**config.mk**
```make
export PLATFORM = sky130hd
export DESIGN_NAME = ndma_rd_engine
export DESIGN_NICKNAME = d
export VERILOG_FILES = /design/src/rtl/ndma_pkg.sv /design/src/rtl/ndma_rd_engine.sv
export SDC_FILE = /design/constraint.sdc
export NUM_CORES = 1
export LEC_CHECK = 0
export BUFFER_PORTS_ARGS = -buffer_cell sky130_fd_sc_hd__buf_4
export CORE_MARGIN = 2
export CORE_UTILIZATION = 35
export CTS_CLUSTER_SIZE = 12
export DETAILED_ROUTE_END_ITERATION = 8
export PLACE_DENSITY = 0.72
export SLEW_MARGIN = 20
export SYNTH_ARGS = -nofsm -noshare
export SYNTH_HDL_FRONTEND = slang
export SYNTH_SLANG_ARGS = --single-unit
```
**constraint.sdc**
```tcl
create_clock -name clk_i -period 5.6 [get_ports clk_i]
set_input_delay 0.28 -clock clk_i [delete_from_list [all_inputs] [get_ports clk_i]]
set_output_delay 0.28 -clock clk_i [all_outputs]
set_load 0.02 [all_outputs]
```
**src/rtl/ndma_pkg.sv**
```systemverilog
// Shared types and constants for the NanoDMA datapath.
package ndma_pkg;

  typedef enum logic [1:0] {
    IDLE,
    ISSUE,
    DRAIN
  } ndma_rd_state_e;

  localparam int unsigned ObiAddrWidth = 32;
  localparam int unsigned ObiDataWidth = 32;
  localparam int unsigned BeatBytes    = ObiDataWidth / 8;

  function automatic int unsigned beat_bytes(input int unsigned data_width);
    return data_width / 8;
  endfunction

endpackage

```
**src/rtl/ndma_rd_engine.sv**
```systemverilog
// OBI read engine: issues word reads over a source range and pushes each beat into the data FIFO.
// Optional bus-error handling is enabled by defining NDMA_RD_ERR_EN.
module ndma_rd_engine
  import ndma_pkg::*;
#(
  parameter int unsigned DataWidth      = 32,
  parameter int unsigned MaxTxSize      = 256,
  parameter int unsigned FifoDepth      = 1,
  parameter int unsigned MaxOutstanding = 2,
  localparam int unsigned TxCntBits     = $clog2(MaxTxSize) + 1,
  localparam int unsigned FifoCntBits   = (FifoDepth > 1) ? $clog2(FifoDepth) : 1,
  localparam int unsigned OutCntBits    = $clog2(MaxOutstanding + 1)
) (
  input  logic                    clk_i,
  input  logic                    rst_ni,
  input  logic                    start_i,
  input  logic [ObiAddrWidth-1:0] src_addr_i,
  input  logic [TxCntBits-1:0]    len_i,
  output logic                    busy_o,
  output logic                    done_o,
  output logic                    err_o,
  output logic                    obi_req_o,
  input  logic                    obi_gnt_i,
  output logic [ObiAddrWidth-1:0] obi_addr_o,
  output logic                    obi_we_o,
  output logic [DataWidth/8-1:0]  obi_be_o,
  input  logic                    obi_rvalid_i,
  input  logic [DataWidth-1:0]    obi_rdata_i,
  input  logic                    obi_err_i,
  output logic                    fifo_push_o,
  output logic [DataWidth-1:0]    fifo_data_o,
  input  logic                    fifo_full_i,
  input  logic [FifoCntBits-1:0]  fifo_usage_i
);

  localparam int unsigned AddrStep  = beat_bytes(DataWidth);
  localparam int unsigned SpaceBits = $clog2(FifoDepth + 1) + 1;

  ndma_rd_state_e          state_q, state_d;
  logic [ObiAddrWidth-1:0] addr_q, addr_d;
  logic [TxCntBits-1:0]    remain_q, remain_d;
  logic [OutCntBits-1:0]   out_cnt_q, out_cnt_d;
  logic                    hold_q, hold_d;
  logic                    busy_q, done_q, done_d, err_q, err_d;
  logic [SpaceBits-1:0]    space;
  logic                    req, fire, rsp_ok, rsp_err, push;

`ifndef NDMA_RD_ERR_EN
  logic unused_err;
  assign unused_err = obi_err_i;
`endif

  always_comb begin
    space = '0;
    if (!fifo_full_i && 32'(fifo_usage_i) < FifoDepth) begin
      space = SpaceBits'(FifoDepth - 32'(fifo_usage_i));
    end
    // hold_q keeps a raised request (and its address) alive until granted
    req    = hold_q || (state_q == ISSUE && remain_q != '0
                        && 32'(out_cnt_q) < MaxOutstanding
                        && 32'(out_cnt_q) < 32'(space));
    fire   = req && obi_gnt_i;
    rsp_ok = obi_rvalid_i && (out_cnt_q != '0);
`ifdef NDMA_RD_ERR_EN
    rsp_err = rsp_ok && obi_err_i;
`else
    rsp_err = 1'b0;
`endif
    push   = rsp_ok && !rsp_err;
  end

  always_comb begin
    state_d   = state_q;
    addr_d    = addr_q;
    remain_d  = remain_q;
    out_cnt_d = out_cnt_q;
    err_d     = err_q;
    done_d    = 1'b0;
    hold_d    = req && !obi_gnt_i;

    if (fire) begin
      addr_d = addr_q + ObiAddrWidth'(AddrStep);
      if (remain_q != '0) remain_d = remain_q - 1'b1;
    end
    if (fire && !rsp_ok)      out_cnt_d = out_cnt_q + 1'b1;
    else if (!fire && rsp_ok) out_cnt_d = out_cnt_q - 1'b1;

    if (rsp_err) begin
      err_d    = 1'b1;
      remain_d = '0;
    end

    unique case (state_q)
      IDLE: begin
        if (start_i) begin
          if (len_i != '0) begin
            state_d  = ISSUE;
            addr_d   = src_addr_i;
            remain_d = len_i;
            err_d    = 1'b0;
          end else begin
            done_d = 1'b1;
          end
        end
      end
      ISSUE: begin
        // an error may zero remain_q while a request is still waiting for its grant
        if (remain_d == '0 && !hold_d) state_d = DRAIN;
      end
      DRAIN: begin
        if (out_cnt_d == '0) begin
          state_d = IDLE;
          done_d  = !err_d;
        end
      end
      default: state_d = IDLE;
    endcase
  end

  always_ff @(posedge clk_i or negedge rst_ni) begin
    if (!rst_ni) begin
      state_q   <= IDLE;
      addr_q    <= '0;
      remain_q  <= '0;
      out_cnt_q <= '0;
      hold_q    <= 1'b0;
      busy_q    <= 1'b0;
      done_q    <= 1'b0;
      err_q     <= 1'b0;
    end else begin
      assert (!(obi_rvalid_i && out_cnt_q == '0))
        else $warning("ndma_rd_engine: rvalid with no read outstanding, beat dropped");
      state_q   <= state_d;
      addr_q    <= addr_d;
      remain_q  <= remain_d;
      out_cnt_q <= out_cnt_d;
      hold_q    <= hold_d;
      busy_q    <= (state_d != IDLE);
      done_q    <= done_d;
      err_q     <= err_d;
    end
  end

  assign busy_o      = busy_q;
  assign done_o      = done_q;
  assign err_o       = err_q;
  assign obi_req_o   = req;
  assign obi_addr_o  = addr_q;
  assign obi_we_o    = 1'b0;
  assign obi_be_o    = '1;
  assign fifo_push_o = push;
  assign fifo_data_o = obi_rdata_i;

endmodule
```
==> results of run 1 <==
-- flip-flops by register name (all words and copies together) (netlist names) --
signal	count
out_cnt_q	2
done_o	1
remain_q	9
state_q	2
hold_q	1
busy_o	1
obi_addr_o	32
-- per-stage QoR --
step,util,setup slack [ns],instance area (um2),power (uW)
final,0.419,2.59,3670,1810
after global routing,0.419,2.41,3670,1960
after CTS,0.419,2.52,3670,1840
after detailed placement,0.410,2.54,3590,1630
after global placement,0.410,2.58,3590,1600
after floorplan,-,3.29,3200,1330
-- cells in the mapped netlist (3+ instances only) --
library cell,n
nand2_1,20
clkbuf_1,14
a21oi_1,37
xnor2_1,31
nand4_1,5
a31oi_1,4
ha_1,3
nor2b_1,4
and3_1,3
nor4_1,24
mux2i_1,3
nor3_1,9
nor2_1,55
inv_1,12
nand3_1,16
buf_4,41
dfrtp_1,48
xor2_1,7
-- power by group through the flow --
stage	logic [uW]	registers [uW]	clock network, uW
global route	987	748	222
detailed placement	908	724	0
CTS	910	718	211
floorplan	513	812	0
global placement	887	714	0
finish	898	716	200
-- kinds of logic after synthesis --
group | synth area share
compound gates | 0.115
xor+xnor | 0.105
fa+ha+maj | 0.0118
buf+inv | 0.132
flops | 0.378
mux | 0.0165
other cells | 0.00236
simple gates | 0.240
-- cell type report --
class                   instances  area (um2)  area share
clock buffers                   6        72.6      0.0198
clock inverters                 1        5.00     0.00136
inverters                      12        45.0      0.0123
multi-input cells             261        1580       0.430
flip-flops and latches         48        1200       0.327
well taps                     108         135      0.0368
repair buffers                 84         631       0.172
-- worst min path at each step --
stage	start	endpoint	slack [ns]	depth (start not counted)
floorplan	rst_ni	busy_o	-0.02	0
global placement	rst_ni	obi_addr_o[23]	0.34	1
detailed placement	rst_ni	obi_addr_o[23]	0.35	1
CTS	rst_ni	obi_addr_o[23]	0.01	1
global route	rst_ni	obi_addr_o[24]	0.04	1
finish	rst_ni	obi_addr_o[23]	-0.02	1
-- routing by layer --
| layer | routed length [um] | share of wire | track usage | up-vias |
|---|---|---|---|---|
| li1 | - | - | - | 1331 |
| met1 | 3160 | 0.45 | 0.194 | 1229 |
| met2 | 3270 | 0.47 | 0.229 | 92 |
| met3 | 510 | 0.073 | 0.0344 | 16 |
| met4 | 86 | 0.012 | 0.0432 | 0 |
| met5 | 0 | 0 | 0 | - |
==> flow_metrics.env, run 1 <==
export IMPL_cts_root_buf="clkbuf_8"
export IMPL_cp_arrival_ns=3.16
export IMPL_mostFrequentLayoutCells="84 x buf_4, 55 x nor2_1, 48 x dfrtp_1"
export IMPL_routed_wl_um=7030
export IMPL_tns_ns=0
export IMPL_final_fill_count=851
export IMPL_min_period_over_period=0.537
export IMPL_swShare=0.444
export IMPL_syn_inst=375
export IMPL_p_switching_uw=806
export IMPL_peakVddDrop_uv=230
export IMPL_synth_flop_cell="dfrtp_1"
export IMPL_hold_viol=18
export IMPL_cp_startpoint="remain_q[5]"
export IMPL_die_y_um=99.3
export IMPL_rsz0062_at_grt="no"
export IMPL_crit_chain="or4_4, or4_4, a41oi_4, xnor2_1, o21ai_1, nand3_1"
export IMPL_ff2ff_path_depth=6
export IMPL_gp_congestion=0.896
export IMPL_grt_pass1_wl_um=11900
export IMPL_setup_worst_path_class="flip-flop to flip-flop"
export IMPL_grt_antenna_before_repair=0
export IMPL_synth_area_um2=3180
export IMPL_cp_required_ns=5.75
export IMPL_cts_repair_resized=0
export IMPL_drive_gt1_frac=0.245
export IMPL_dpl_cell_count=513
export IMPL_path_buf_inv=0
export IMPL_vias=2668
export IMPL_start_util=0.363
export IMPL_path_common_cell="or4_4"
export IMPL_leakage_uw=0.00152
export IMPL_cp_slowest_cell="a41oi_4"
export IMPL_clk_transition_reported_paths_ns=0.09
export IMPL_power_frac_seq=0.395
export IMPL_ant_nets=0
export IMPL_synthDistinctLibCells=48
export IMPL_io_buffers=83
export IMPL_p_per_area_nw_per_um2=495
export IMPL_ys_ff_latch=48
export IMPL_worst_slew_pin_slew_ns=0.942
export IMPL_finalNetCount=496
export IMPL_critPathLaunchType="flip-flop"
export IMPL_synth_avg_cell_area_um2=8.48
export IMPL_cp_end_kind="flip-flop"
export IMPL_synth_edff_count=0
export IMPL_firstDrtPassIters=5
export IMPL_worstReg2RegEnd="busy_o"
export IMPL_synth_top_area_frac=0.378
export IMPL_worst_path_max_fanout=31
export IMPL_drt_iter0_drc=88
export IMPL_critical_path_cell_count=6
export IMPL_synth_warnings=0
export IMPL_core_um2=8760
export IMPL_grt_max_degree=49
export IMPL_clockPowerShare=0.110
export IMPL_ios=155
export IMPL_grt_usage=0.144
export IMPL_synth_area_leaders="dfrtp_1 38%, buf_4 9.7%, xnor2_1 8.5%"
export IMPL_post_cts_buffers=0
export IMPL_grt_overflow_total=0
export IMPL_finalClockSkew_ns=0.00984
export IMPL_clock_sinks=48
export IMPL_cts_tree="built"
export IMPL_grt_pass1_vias=2524
export IMPL_setup_viol=0
export IMPL_clockBufferDepth=2
export IMPL_crit_family="simple AND/OR/NAND/NOR gates"
export IMPL_period_minus_slack_ns=3.01
export IMPL_drv_slew=0
export IMPL_max_cap_viol_count=0
export IMPL_relSlewSlack=0.370
export IMPL_reg2reg_setup_slack_ns=2.59
export IMPL_fin_hold_ws_ns=-0.0183
export IMPL_area_growth_pct=15.3
export IMPL_wire_per_inst_um=13.5
export IMPL_hold_class="input port to asynchronous set/reset pin"
export IMPL_timing_rr_start="remain_q[5]"
export IMPL_clock_latency_ns=0.30
export IMPL_die_w_um=99.3
export IMPL_max_stage_delay_ns=0.75
export IMPL_violations="negative hold slack"
export IMPL_crit_end="busy_o"
export IMPL_intPower_uw=1010
export IMPL_ys_seq_area_frac=0.378
export IMPL_hpwl_um=5140
export IMPL_dieArea_um2=9870
export IMPL_vias_per_cell=5.13
export IMPL_htree_num_levels=2
export IMPL_fmax_mhz=333
export IMPL_layout_commonest_cell="buf_4"
export IMPL_antenna_cells=0
export IMPL_power_frac_comb=0.495
export IMPL_drcViolationCount=0
export IMPL_synth_top_area_cell="dfrtp_1"
export IMPL_rows=34
export IMPL_final_cells=520
export IMPL_numCtsBuffers=5
export IMPL_synth_async_reset_ratio=1.00
export IMPL_ctsHoldBuffers=0
export IMPL_status="complete, but fails checks"
Note: power is estimated with default switching activity, not from simulation.
==> inputs of run 2 (changes only) <==
--- a/config.mk
+++ b/config.mk
@@ -5,12 +5,13 @@
 export SDC_FILE = /design/constraint.sdc
 export NUM_CORES = 1
 export LEC_CHECK = 0
+export ABC_AREA = 1
 export BUFFER_PORTS_ARGS = -buffer_cell sky130_fd_sc_hd__buf_4
 export CORE_MARGIN = 2
 export CORE_UTILIZATION = 35
 export CTS_CLUSTER_SIZE = 12
 export DETAILED_ROUTE_END_ITERATION = 8
-export PLACE_DENSITY = 0.72
+export PLACE_DENSITY = 0.7
 export SLEW_MARGIN = 20
 export SYNTH_ARGS = -nofsm -noshare
 export SYNTH_HDL_FRONTEND = slang
==> constraint.sdc (replaced) <==
create_clock -name clk_i -period 2.9 [get_ports clk_i]
set_input_delay 0.145 -clock clk_i [delete_from_list [all_inputs] [get_ports clk_i]]
set_output_delay 0.145 -clock clk_i [all_outputs]
set_load 0.02 [all_outputs]
==> run 2 against run 1 <==
Global-route usage rose by 3.4 points; the run now ends clean; register-to-register slack got worse by 2.0 ns; sequential share of layout area fell by 4.4 points; critical path depth rose by 7; clock-buffer cell count rose by 1; via count rose by 28%; final area rose by 15%; sequential power rose by 94%.
==> flow_metrics.env, run 2 <==
export IMPL_max_stage_delay_ns=0.43
export IMPL_finalNetCount=646
export IMPL_clock_sinks=48
export IMPL_ys_seq_area_frac=0.330
export IMPL_die_y_um=106
export IMPL_layout_commonest_cell="nand2_1"
export IMPL_worst_path_max_fanout=28
export IMPL_top_layer_used="met4"
export IMPL_synth_avg_cell_area_um2=7.11
export IMPL_dpl_cell_count=690
export IMPL_rows=37
export IMPL_die_w_um=106
export IMPL_vias=3413
export IMPL_reg2reg_setup_slack_ns=0.60
export IMPL_max_cap_viol_count=0
export IMPL_cp_end_kind="flip-flop"
export IMPL_synth_area_um2=3640
export IMPL_power_frac_seq=0.338
export IMPL_synthDistinctLibCells=37
export IMPL_ys_ff_latch=48
export IMPL_firstDrtPassIters=5
export IMPL_hold_class="input port to flip-flop"
export IMPL_min_period_over_period=0.794
export IMPL_clockPowerShare=0.108
export IMPL_multi_input_area_um2=1840
export IMPL_swShare=0.488
export IMPL_finalClockSkew_ns=0.00567
export IMPL_grt_pass1_wl_um=16400
export IMPL_synth_flop_cell="dfrtp_1"
export IMPL_synth_edff_count=0
export IMPL_synth_area_leaders="dfrtp_1 33%, nand2_1 14%, buf_4 7.8%"
export IMPL_routed_wl_met3_um=593
export IMPL_rsz0062_at_grt="no"
export IMPL_worst_slack_ns=0.598
export IMPL_area_growth_pct=16.3
export IMPL_largest_register_ffs=32
export IMPL_hold_viol=0
export IMPL_grt_usage=0.178
export IMPL_core_um2=10200
export IMPL_drt_iter0_drc=194
export IMPL_setup_worst_path_class="flip-flop to flip-flop"
export IMPL_period_minus_slack_ns=2.30
export IMPL_grt_antenna_before_repair=0
export IMPL_fin_area_um2=4240
export IMPL_cp_arrival_ns=2.50
export IMPL_crit_chain="inv_1, ha_1, nand2_2, nor2_2, nand3_4, nand2_4, nand2_8, nand2_8, o21ai_0, nor2_1, nand2_1, o21ai_1, nand2_1"
export IMPL_crit_family="simple AND/OR/NAND/NOR gates"
export IMPL_clock_latency_ns=0.30
export IMPL_start_util=0.356
export IMPL_clk_transition_reported_paths_ns=0.09
export IMPL_io_buffers=83
export IMPL_htree_num_levels=2
export IMPL_drive_gt1_frac=0.205
export IMPL_critPathLaunchType="flip-flop"
export IMPL_hpwl_um=7330
export IMPL_p_switching_uw=2000
export IMPL_cp_startpoint="remain_q[0]"
export IMPL_setup_viol=0
export IMPL_final_cells=698
export IMPL_cp_required_ns=3.10
export IMPL_clockBufferDepth=2
export IMPL_peakVddDrop_uv=510
export IMPL_drv_slew=0
export IMPL_cts_repair_resized=0
export IMPL_grt_overflow_total=0
export IMPL_drcViolationCount=0
export IMPL_routed_wl_um=9660
export IMPL_hp_start="src_addr_i[22]"
export IMPL_grt_max_degree=49
export IMPL_dieArea_um2=11200
export IMPL_power_frac_comb=0.554
export IMPL_cts_tree="built"
export IMPL_final_fill_count=1061
export IMPL_synth_async_reset_ratio=1.00
export IMPL_yosysMostFrequentCell="nand2_1"
export IMPL_synth_warnings=0
export IMPL_dr_wl_met2_um=4750
export IMPL_dp_slack_ns=0.603
export IMPL_numCtsBuffers=5
export IMPL_syn_inst=512
export IMPL_synth_top_area_frac=0.330
export IMPL_cts_root_buf="clkbuf_8"
export IMPL_tns_ns=0
export IMPL_synth_top_area_cell="dfrtp_1"
export IMPL_place_area_um2=4130
export IMPL_yosys_top_cells_count="139 x nand2_1, 60 x inv_1, 48 x dfrtp_1"
export IMPL_grt_pass1_vias=3389
export IMPL_gp_congestion=0.856
export IMPL_fin_hold_ws_ns=0.0363
export IMPL_mostFrequentLayoutCells="139 x nand2_1, 88 x buf_4, 60 x inv_1"
export IMPL_ios=155
export IMPL_ant_nets=0
export IMPL_antenna_cells=0
export IMPL_regArea_um2=1200
export IMPL_p_per_area_nw_per_um2=970
export IMPL_status="finished, final reports clean"
export IMPL_cp_slowest_cell="dfrtp_1"
export IMPL_leakage_uw=0.00210
export IMPL_vias_per_cell=4.89
export IMPL_intPower_uw=2100
export IMPL_path_buf_inv=1
export IMPL_worst_slew_pin_slew_ns=0.632
export IMPL_wire_per_inst_um=13.8
export IMPL_timing_rr_start="remain_q[0]"
export IMPL_routedLengthMet1_um=4250
export IMPL_fmax_mhz=434
export IMPL_relSlewSlack=0.578
==> run 2: cell families (layout without fill, tap and decap cells) <==
logic type / Yosys count / after routing / synth area share
AND/OR/NAND/NOR: 261 / 261 / 0.325
other: 2 / 6 / 0.00206
AO/OA/AOI/OAI: 52 / 52 / 0.0842
XOR/XNOR: 26 / 26 / 0.0625
buffers and inverters: 114 / 160 / 0.169
multiplexers: 6 / 6 / 0.0165
adder cells (fa/ha/maj): 3 / 3 / 0.0103
flip-flops: 48 / 48 / 0.330
==> run 2: routing by layer <==
metal | vias to the layer above | global-route usage
met5 | - | 0
met4 | 0 | 0.0414
met3 | 9 | 0.0276
met2 | 116 | 0.312
met1 | 1597 | 0.231
li1 | 1691 | -
==> run 2: final timing paths <==
check / endpoint / cells after the start
hold / removal: obi_addr_o[22] / 3
setup / recovery: state_q[0] / 13
hold reg to reg: obi_addr_o[0] / 2
max in group asynchronous: remain_q[1] / 2
setup reg to reg: state_q[0] / 13
min in group asynchronous: obi_addr_o[21] / 2
==> run 2: tightest hold or removal path, stage by stage <==
cell	delay (ns)
buf_4	0.08
nand2_1	0.04
nand2_1	0.05
==> run 2: final cells by class <==
type	count	area share
Clock buffer	7	0.0227
Inverter	63	0.0558
Multi-Input combinational cell	354	0.435
Sequential cell	48	0.284
Tap cell	136	0.0402
Timing Repair Buffer	90	0.163
==> run 2: per-stage QoR <==
stage | power [uW] | utilization
2_1_floorplan | 2940 | -
3_3_place_gp | 3610 | 0.404
3_5_place_dp | 3660 | 0.404
4_1_cts | 4130 | 0.414
5_1_grt | 4490 | 0.414
6_report | 4110 | 0.414
==> run 2: power by group through the flow <==
stage | Sequential (uW) | Clock [uW] | Combinational (uW)
after floorplan | 1570 | 0 | 1360
after global placement | 1380 | 0 | 2230
after detailed placement | 1390 | 0 | 2270
after CTS | 1380 | 460 | 2290
after global routing | 1440 | 478 | 2570
final | 1390 | 445 | 2280
==> run 2: timing repair <==
action | CTS | global route
endpoints found under the setup margin | 0 | 0
hold endpoints to repair | 48 | 0
hold buffers | 1 | 0
setup buffers | 0 | 0
==> inputs of run 3 (changes only) <==
--- a/config.mk
+++ b/config.mk
@@ -5,13 +5,13 @@
 export SDC_FILE = /design/constraint.sdc
 export NUM_CORES = 1
 export LEC_CHECK = 0
-export ABC_AREA = 1
+export ABC_AREA = 0
 export BUFFER_PORTS_ARGS = -buffer_cell sky130_fd_sc_hd__buf_4
 export CORE_MARGIN = 2
 export CORE_UTILIZATION = 35
 export CTS_CLUSTER_SIZE = 12
 export DETAILED_ROUTE_END_ITERATION = 8
-export PLACE_DENSITY = 0.7
+export PLACE_DENSITY = 0.72
 export SLEW_MARGIN = 20
 export SYNTH_ARGS = -nofsm -noshare
 export SYNTH_HDL_FRONTEND = slang
==> constraint.sdc (replaced) <==
create_clock -name clk_i -period 2.38 [get_ports clk_i]
set_input_delay 0.119 -clock clk_i [delete_from_list [all_inputs] [get_ports clk_i]]
set_output_delay 0.119 -clock clk_i [all_outputs]
set_load 0.02 [all_outputs]
==> run 3 against run 2 <==
Critical endpoint is now obi_addr_o[3]; core utilization grew 4.8 points; clock power grew 20%; wire length shrank 19%; the flow now finishes with violations (negative setup slack); critical path type unchanged; register-to-register slack lost 0.62 ns; final area shrank 4.5%; cell count shrank 22%; worst setup slack lost 0.62 ns; sequential power grew 19%; hold slack lost 0.010 ns; non-clock buffer count grew 19.
==> flow_metrics.env, run 3 (synthesis gave the netlist of run 1 again) <==
export IMPL_status="complete, but fails checks"
export IMPL_violations="negative setup slack"
export IMPL_p_per_area_nw_per_um2=1140
export IMPL_drcViolationCount=0
export IMPL_rsz0062_at_grt="yes"
export IMPL_clock_latency_ns=0.30
export IMPL_p_switching_uw=2030
export IMPL_grt_antenna_before_repair=0
export IMPL_cp_required_ns=2.56
export IMPL_worst_path_max_fanout=15
export IMPL_area_growth_pct=27.2
export IMPL_cp_arrival_ns=2.59
export IMPL_max_cap_viol_count=0
export IMPL_ios=155
export IMPL_leakage_uw=0.00174
export IMPL_ff2ff_path_depth=8
export IMPL_crit_chain="or4_4, or4_4, a41oi_4, buf_12, buf_16, buf_4, mux2i_1, a21oi_1"
export IMPL_clk_transition_reported_paths_ns=0.08
export IMPL_largest_register_ffs=32
export IMPL_cp_slowest_cell="or4_4"
export IMPL_grt_overflow_total=0
export IMPL_clock_sinks=48
export IMPL_ant_nets=0
export IMPL_dp_slack_ns=-0.0697
export IMPL_clockPowerShare=0.115
export IMPL_hold_viol=0
export IMPL_gp_congestion=0.837
export IMPL_power_frac_comb=0.527
export IMPL_fin_util=0.462
export IMPL_core_um2=8760
export IMPL_swShare=0.439
export IMPL_relSlewSlack=0.496
export IMPL_start_util=0.363
export IMPL_path_common_cell="or4_4"
export IMPL_min_period_over_period=1.01
export IMPL_grt_pass1_vias=2802
export IMPL_cts_root_buf="clkbuf_8"
export IMPL_drv_slew=0
export IMPL_antenna_cells=0
export IMPL_critPathLaunchType="flip-flop"
export IMPL_fmax_mhz=417
export IMPL_clockBufferDepth=2
export IMPL_numCtsBuffers=5
export IMPL_routed_wl_um=7850
export IMPL_drt_iter0_drc=109
export IMPL_power_frac_seq=0.358
export IMPL_worst_slack_ns=-0.0207
export IMPL_hold_depth=3
export IMPL_dpl_cell_count=531
export IMPL_period_minus_slack_ns=2.40
export IMPL_setup_worst_path_class="flip-flop to flip-flop"
export IMPL_dieArea_um2=9870
export IMPL_setup_viol=5
export IMPL_htree_num_levels=2
export IMPL_hold_class="input port to flip-flop"
export IMPL_hpwl_um=5450
export IMPL_final_cells=545
export IMPL_vias_per_cell=5.17
export IMPL_vias=2819
export IMPL_layout_commonest_cell="buf_4"
export IMPL_cts_tree="built"
export IMPL_reg2reg_setup_slack_ns=-0.02
export IMPL_grt_pass1_wl_um=13000
export IMPL_fin_area_um2=4050
export IMPL_mostFrequentLayoutCells="103 x buf_4, 55 x nor2_1, 48 x dfrtp_1"
export IMPL_finalNetCount=521
export IMPL_drive_gt1_frac=0.311
export IMPL_die_y_um=99.3
export IMPL_worst_slew_pin_slew_ns=0.754
export IMPL_rows=34
export IMPL_max_stage_delay_ns=0.56
export IMPL_peakVddDrop_uv=687
export IMPL_die_w_um=99.3
export IMPL_cp_end_kind="flip-flop"
export IMPL_wire_per_inst_um=14.4
export IMPL_intPower_uw=2590
export IMPL_place_area_um2=3750
export IMPL_grt_usage=0.158
export IMPL_finalClockSkew_ns=0.00589
export IMPL_firstDrtPassIters=4
export IMPL_io_buffers=83
export IMPL_grt_max_degree=49
==> run 3: changes by cell type in the layout (fill, tap and decap cells not counted), sizes merged, moves of 12 or more <==
cell | previous run | this run
a21oi | 4 | 37
nand3 | 30 | 16
nor4 | 5 | 25
nand2 | 146 | 20
inv | 63 | 12
xnor2 | 7 | 31
xor2 | 19 | 7
o21ai | 33 | 3
buf | 89 | 107
==> run 3: timing repair <==
item	CTS	global route
gates cloned	1	1
hold buffers	1	0
setup endpoints to repair	30	32
setup buffers	1	3
resized for setup	6	9
pin swaps	4	15
endpoints found under the hold margin	48	0
==> run 3: stage by stage <==
step	power, uW	TNS, ns	hold WS (ns)
2_1_floorplan	3120	0	-0.177
3_3_place_gp	3900	-0.0489	0.172
3_5_place_dp	3970	-0.987	0.185
4_1_cts	4570	-0.00156	0.00896
5_1_grt	4960	-2.40	0.0223
6_report	4620	-0.0360	0.0260
==> run 3: per-layer routing <==
layer  vias up  wire, um  track usage
met4         0       112       0.0558
met3        18       475       0.0365
met2        80      3780        0.252
met1      1341      3490        0.211
li1       1380         -            -
met5         -         0            0
==> run 3: power groups by stage <==
stage / registers, uW / clock network [uW] / logic (uW)
finish: 1660 / 532 / 2430
global route: 1720 / 583 / 2660
CTS: 1660 / 551 / 2370
detailed placement: 1670 / 0 / 2300
global placement: 1640 / 0 / 2260
floorplan: 1910 / 0 / 1210
==> run 3: path summary, 6_finish.rpt <==
kind / startpoint / endpoint
worst max-delay path: remain_q[5] / obi_addr_o[3]
worst min-delay path: len_i[1] / remain_q[1]
worst max register to register: remain_q[5] / obi_addr_o[3]
worst min register to register: obi_addr_o[0] / obi_addr_o[0]
max in group asynchronous: rst_ni / remain_q[7]
min in group asynchronous: rst_ni / obi_addr_o[24]
==> run 3: critical path: cells and delay by family, from the launching register on <==
family / cells / cell delay (ns)
and+or+nand+nor: 2 / 1.04
buffers and inverters: 3 / 0.42
DFF: 1 / 0.39
AOI/OAI and AO/OA: 2 / 0.26
muxes: 1 / 0.17
==> run 3: cell type report <==
type	instances	area [um2]
Fill cell	856	4720
Multi-Input combinational cell	261	1670
Sequential cell	48	1200
Timing Repair Buffer	109	896
Tap cell	108	135
Clock buffer	7	96.3
Inverter	12	45.0
